--- src/rtl/cpu_pkg.sv ---
// Shared widths, instruction type and the default boot program image
// for the 16-bit CPU fetch path.
package cpu_pkg;

   localparam int unsigned ADDR_W    = 16;
   localparam int unsigned DATA_W    = 16;
   localparam int unsigned IMAGE_LEN = 24;

   typedef logic [DATA_W-1:0] instr_t;

   localparam instr_t NOP = 16'h0000;

   localparam instr_t PROGRAM_IMAGE [IMAGE_LEN] = '{
      16'h1001, 16'h1102, 16'h2012, 16'h3113,
      16'h4204, 16'h5305, 16'h6016, 16'h7127,
      16'h8238, 16'h9349, 16'hA45A, 16'hB56B,
      16'hC67C, 16'hD78D, 16'hE89E, 16'hF9AF,
      16'h0AB0, 16'h1BC1, 16'h2CD2, 16'h3DE3,
      16'h4EF4, 16'h5F05, 16'h6A16, 16'h7B27
   };

   // Words past the end of the image boot as NOP.
   function automatic instr_t image_word(input int unsigned i);
      if (i < IMAGE_LEN) return PROGRAM_IMAGE[i];
      return NOP;
   endfunction

endpackage

--- src/rtl/instr_mem_if.sv ---
// Fetch/load bus for the instruction store. No handshake: the read is
// combinational on pc, and a load-port write takes effect at the next clock edge when we=1.
interface instr_mem_if;
   import cpu_pkg::*;

   logic [ADDR_W-1:0] pc;
   instr_t            instruction;
   logic              addr_err;
   logic              we;
   logic [ADDR_W-1:0] wr_addr;
   instr_t            wr_data;

   modport master (
      output pc, we, wr_addr, wr_data,
      input  instruction, addr_err
   );

   modport slave (
      input  pc, we, wr_addr, wr_data,
      output instruction, addr_err
   );

endinterface

--- src/rtl/instr_mem.sv ---
// Word-organised instruction store: zero-latency read on a byte pc,
// program image restored on reset, synchronous load port for overwrites.
module instr_mem
   import cpu_pkg::*;
#(
   parameter int unsigned DEPTH = 32
) (
   input  logic        clk,
   input  logic        rst,
   instr_mem_if.slave  bus
);

   localparam int unsigned      IDX_W   = $clog2(DEPTH);
   localparam logic [ADDR_W-2:0] DEPTH_V = (ADDR_W-1)'(DEPTH);

   instr_t mem_q [DEPTH];
   instr_t mem_d [DEPTH];

   logic [ADDR_W-2:0] rd_idx;
   logic [ADDR_W-2:0] wr_idx;
   logic              rd_in_range;
   logic              wr_in_range;
   logic              unused_wr_lsb;

   // Byte addresses select words; bit 0 only matters for the alignment flag.
   assign rd_idx        = bus.pc[ADDR_W-1:1];
   assign wr_idx        = bus.wr_addr[ADDR_W-1:1];
   assign rd_in_range   = (rd_idx < DEPTH_V);
   assign wr_in_range   = (wr_idx < DEPTH_V);
   assign unused_wr_lsb = bus.wr_addr[0];

   always_comb begin
      mem_d = mem_q;
      if (bus.we && wr_in_range) begin
         mem_d[wr_idx[IDX_W-1:0]] = bus.wr_data;
      end
   end

   // Reset wins over a concurrent load-port write.
   always_ff @(posedge clk) begin
      if (rst) begin
         for (int i = 0; i < int'(DEPTH); i++) begin
            mem_q[i] <= image_word(i);
         end
      end else begin
         mem_q <= mem_d;
      end
   end

   always_comb begin
      bus.instruction = NOP;
      bus.addr_err    = 1'b0;
      if (!rst) begin
         if (rd_in_range) begin
            bus.instruction = mem_q[rd_idx[IDX_W-1:0]];
         end
         bus.addr_err = !rd_in_range || bus.pc[0];
      end
   end

endmodule

--- src/flat_wrapper.sv ---
// flat-port wrapper written by rule: the top's interface ports become plain ports
module instr_mem_flat import cpu_pkg::*;
#(
   parameter int unsigned DEPTH = 32
)
  (clk, rst, bus_pc, bus_we, bus_wr_addr, bus_wr_data, bus_instruction, bus_addr_err);
  instr_mem_if bus_i ();
  input  logic clk;
  input  logic rst;
  input wire logic [$bits(bus_i.pc)-1:0] bus_pc;
  input wire logic [$bits(bus_i.we)-1:0] bus_we;
  input wire logic [$bits(bus_i.wr_addr)-1:0] bus_wr_addr;
  input wire logic [$bits(bus_i.wr_data)-1:0] bus_wr_data;
  output wire logic [$bits(bus_i.instruction)-1:0] bus_instruction;
  output wire logic [$bits(bus_i.addr_err)-1:0] bus_addr_err;
  assign bus_i.pc = bus_pc;
  assign bus_i.we = bus_we;
  assign bus_i.wr_addr = bus_wr_addr;
  assign bus_i.wr_data = bus_wr_data;
  assign bus_instruction = bus_i.instruction;
  assign bus_addr_err = bus_i.addr_err;
  instr_mem #(.DEPTH(DEPTH)) u_core (.clk(clk), .rst(rst), .bus(bus_i));
endmodule
--- config.mk ---
export PLATFORM = sky130hd
export DESIGN_NAME = instr_mem_flat
export DESIGN_NICKNAME = d
export VERILOG_FILES = /design/src/rtl/cpu_pkg.sv /design/src/rtl/instr_mem_if.sv /design/src/rtl/instr_mem.sv /design/src/flat_wrapper.sv
export SDC_FILE = /design/constraint.sdc
export NUM_CORES = 1
export LEC_CHECK = 0
export ABC_CLOCK_PERIOD_IN_PS = 12500
export CAP_MARGIN = 20
export CELL_PAD_IN_SITES_DETAIL_PLACEMENT = 1
export CELL_PAD_IN_SITES_GLOBAL_PLACEMENT = 2
export CORE_MARGIN = 2
export CORE_UTILIZATION = 39
export CTS_CLUSTER_DIAMETER = 30
export DETAILED_ROUTE_END_ITERATION = 10
export PLACE_DENSITY_LB_ADDON = 0.1
export SLEW_MARGIN = 20
export SYNTH_ARGS = -nofsm -noshare
export SYNTH_HDL_FRONTEND = slang
export SYNTH_SLANG_ARGS = --single-unit
--- constraint.sdc ---
create_clock -name clk -period 12.5 [get_ports clk]
set_clock_uncertainty 0.15 [all_clocks]
set_input_delay 1.875 -clock clk [delete_from_list [all_inputs] [get_ports clk]]
set_output_delay 1.875 -clock clk [all_outputs]
set_load 0.01 [all_outputs]
==> flow_summary.yaml <==
timing:
  slew_viol_final: 0
  slew_headroom_pct: 12.48
  finalHoldViolCount: 0
  tns_ns: 0
  rsz0062_at_grt: "false"
  fmax_mhz: 134.2
  setup_violations: 0
  period_needed_ns: 7.451
  period_share_pct: 59.61
  worst_pin_slew_ns: 1.313
placement:
  dpl.hpwl_mm: 55.59
  port_buffers: 66
  gp_congestion: 0.7553
setup_path:
  critPathCaptureType: "primary output"
  critPathBufInv: 5
  slowest_stage: "buf_4"
  crit_chain: "buf_4 -> buf_4 -> buf_4 -> nor2b_4 -> buf_4 -> a22oi_1 -> o211ai_1 -> nand4_1 -> clkdlybuf4s50_1"
  crit_fanout: 37
  worstSetupStartpointType: "input pin"
  cp_common_cell: "buf_4"
  critical_path_required_ns: 10.47
  r2r-end: "u_core.mem_q[274]$_SDFFCE_PP1P_"
  r2r_start: "u_core.mem_q[274]$_SDFFCE_PP1P_"
  cpPeakStageDelay_ns: 0.79
  path_delay_family: "buffers and inverters"
  r2r_cells: 2
  crit_type: "in -> out"
  arrival_ns: 5.43
  cp.depth: 9
  r2r_slack_ns: 11.40
synthesis:
  synth_top_family_by_area: "multiplexers"
  synth_nets: 2515
  synth_seq_cells: 512
  yosys.area_share.simple_pct: 11.86
  syn_area_per_cell_um2: 11.14
  syn_area_um2: 27450
  synth.distinct_cells: 39
  synth-warning-count: 0
  synth_compound_area_share_pct: 12.11
  synth_area_leaders: "edfxtp_1 42%, mux2i_1 16%, dfxtp_1 9.3%, nand2_1 6.2%, mux4_2 5.2%"
  yosysSeqAreaShare_pct: 51.35
  synth_xor_area_share_pct: 0
  synthAdderAreaFrac_pct: 0
  synthCells: 2464
  synth_top_area_share_pct: 42.01
  yosys-mux-area-fraction_pct: 20.71
  synth_top_cell_by_area: "edfxtp_1"
power:
  ir_drop_mv: 0.1057
  powerDensity_nw_per_um2: 172.4
  p_leak_nw: 13.36
route:
  wl_met3_mm: 5.654
  num_vias: 20460
  drc: 0
  drt_pass1_iterations: 5
  wl_per_cell_um: 27.60
  vias_per_cell: 5.790
  wl_met2_mm: 44.94
  m1WireLength_mm: 43.74
  drt-initial-drc-count: 1700
  antenna_left: 0
  wl_mm: 97.51
  dr.max_layer_used: "met4"
clocking:
  cts.clk_slew.worst_paths_ns: 0.04
  cts_setup_buffers: 0
  cts_tree: "yes"
  root_buffer: "clkbuf_16"
  clk_latency_ns: 0.70
  cts_buffers: 148
  htreeDepth: 4
  cts_resized: 0
  clock-sinks: 512
  postCtsHoldBufs: 0
  clk_path_buf_depth: 3
floorplanning:
  die_w_um: 269.3
  dieArea_um2: 72510
  initial_utilization_pct: 39.26
  core_area_um2: 69910
  rows: 97
  num_io_pins: 68
  die_h_um: 269.3
global_routing:
  grt_pass1_vias: 21810
  grt-ovfl-total: 0
  grt_start_max_net_pins: 180
  grt_pass1_wl_mm: 144.6
  grt_antenna_before_repair: 2
  grtUsageTotal_pct: 26.76
final_layout:
  area_growth_syn_to_layout_pct: 21.24
  final.fill_count: 7343
  ff_latch_area_um2: 14090
  diodes: 0
  final_cell_mix: "452 x nand2_1, 426 x mux2i_1, 384 x edfxtp_1"
  final_core_util_pct: 47.60
  nets: 2527
  drive_gt1_share_pct: 13.65
  layout_commonest_cell: "nand2_1"
  multi_input_area_um2: 12300
outcome:
  status: "finished clean"
worst_hold_path:
  hp-class: "reg -> reg"
  holdPathStages: 2
run:
  maxCapViolations: 0
==> synthesized netlist by cell type <==
library cell / instances
or4_1: 4
nor3_2: 1
o21ai_0: 4
a22oi_1: 65
edfxtp_1: 384
buf_6: 8
buf_4: 2
nor4_4: 4
nand3_2: 1
nor4_2: 1
nand4_1: 16
buf_1: 25
nor2b_1: 4
nand3b_1: 3
nor2_2: 2
or4_4: 2
or3_1: 6
nor3b_2: 2
o211ai_1: 63
nor3_1: 3
nor3b_1: 1
nor4_1: 1
o21bai_1: 168
mux2i_1: 426
and3b_1: 2
or2b_1: 1
nand2_1: 453
buf_2: 51
and2_1: 2
nor4b_2: 1
clkbuf_1: 170
or3b_2: 5
or2_2: 3
nand3_1: 2
mux4_2: 63
nor2_1: 25
nand2b_1: 146
dfxtp_1: 128
a21oi_1: 216
==> worst max-delay path by stage <==
stage | start | endpoint
after floorplan | rst | u_core.mem_q[128]$_SDFFCE_PP1P_
after global placement | bus_pc[2] | bus_instruction[11]
after detailed placement | bus_pc[1] | bus_instruction[10]
after CTS | bus_pc[1] | bus_instruction[10]
after global routing | bus_pc[1] | bus_instruction[10]
final | bus_pc[1] | bus_instruction[11]
==> cells by family after synthesis <==
family | Yosys count
AND/OR/NAND/NOR | 691
AO/OA/AOI/OAI | 516
flip-flops | 512
multiplexers | 489
buffers and inverters | 256
==> power breakdown <==
group          switching [W]  internal (W)
Clock                0.00108       0.00235
Sequential         0.0000363       0.00191
Combinational       0.000228      0.000130
==> area by class of cell <==
| class | instances | area share (%) |
|---|---|---|
| flip-flops and latches | 512 | 42.35 |
| multi-input cells | 1696 | 36.97 |
| clock buffers | 192 | 12.22 |
| well taps | 940 | 3.535 |
| repair buffers | 118 | 3.294 |
| clock inverters | 75 | 1.632 |
==> worst min-delay path: stages, from the launching register on <==
cell and delay [ns]:
dfxtp_1 0.30, nand2b_1 0.06, mux2i_1 0.06
==> stage by stage <==
stage / hold slack, ns / cell area (um2) / power [W] / cells / setup WS, ns
CTS: 0.3273 / 33240 / 0.005784 / 3531 / 5.018
global placement: 0.3073 / 28630 / 0.002315 / 3264 / 5.003
floorplan: 0.2980 / 27450 / 0.002197 / 2464 / 4.233
finish: 0.3264 / 33280 / 0.005738 / 3533 / 5.049
global route: 0.3441 / 33280 / 0.005912 / 3533 / 4.890
detailed placement: 0.3180 / 28630 / 0.002327 / 3264 / 5.017
==> layer usage <==
metal	track usage [%]	vias to the layer above
met3	5.815	164
met5	0	-
met2	41.97	599
met4	10.50	0
li1	-	9073
met1	36.16	10620
Note: power is estimated with default switching activity, not from simulation.
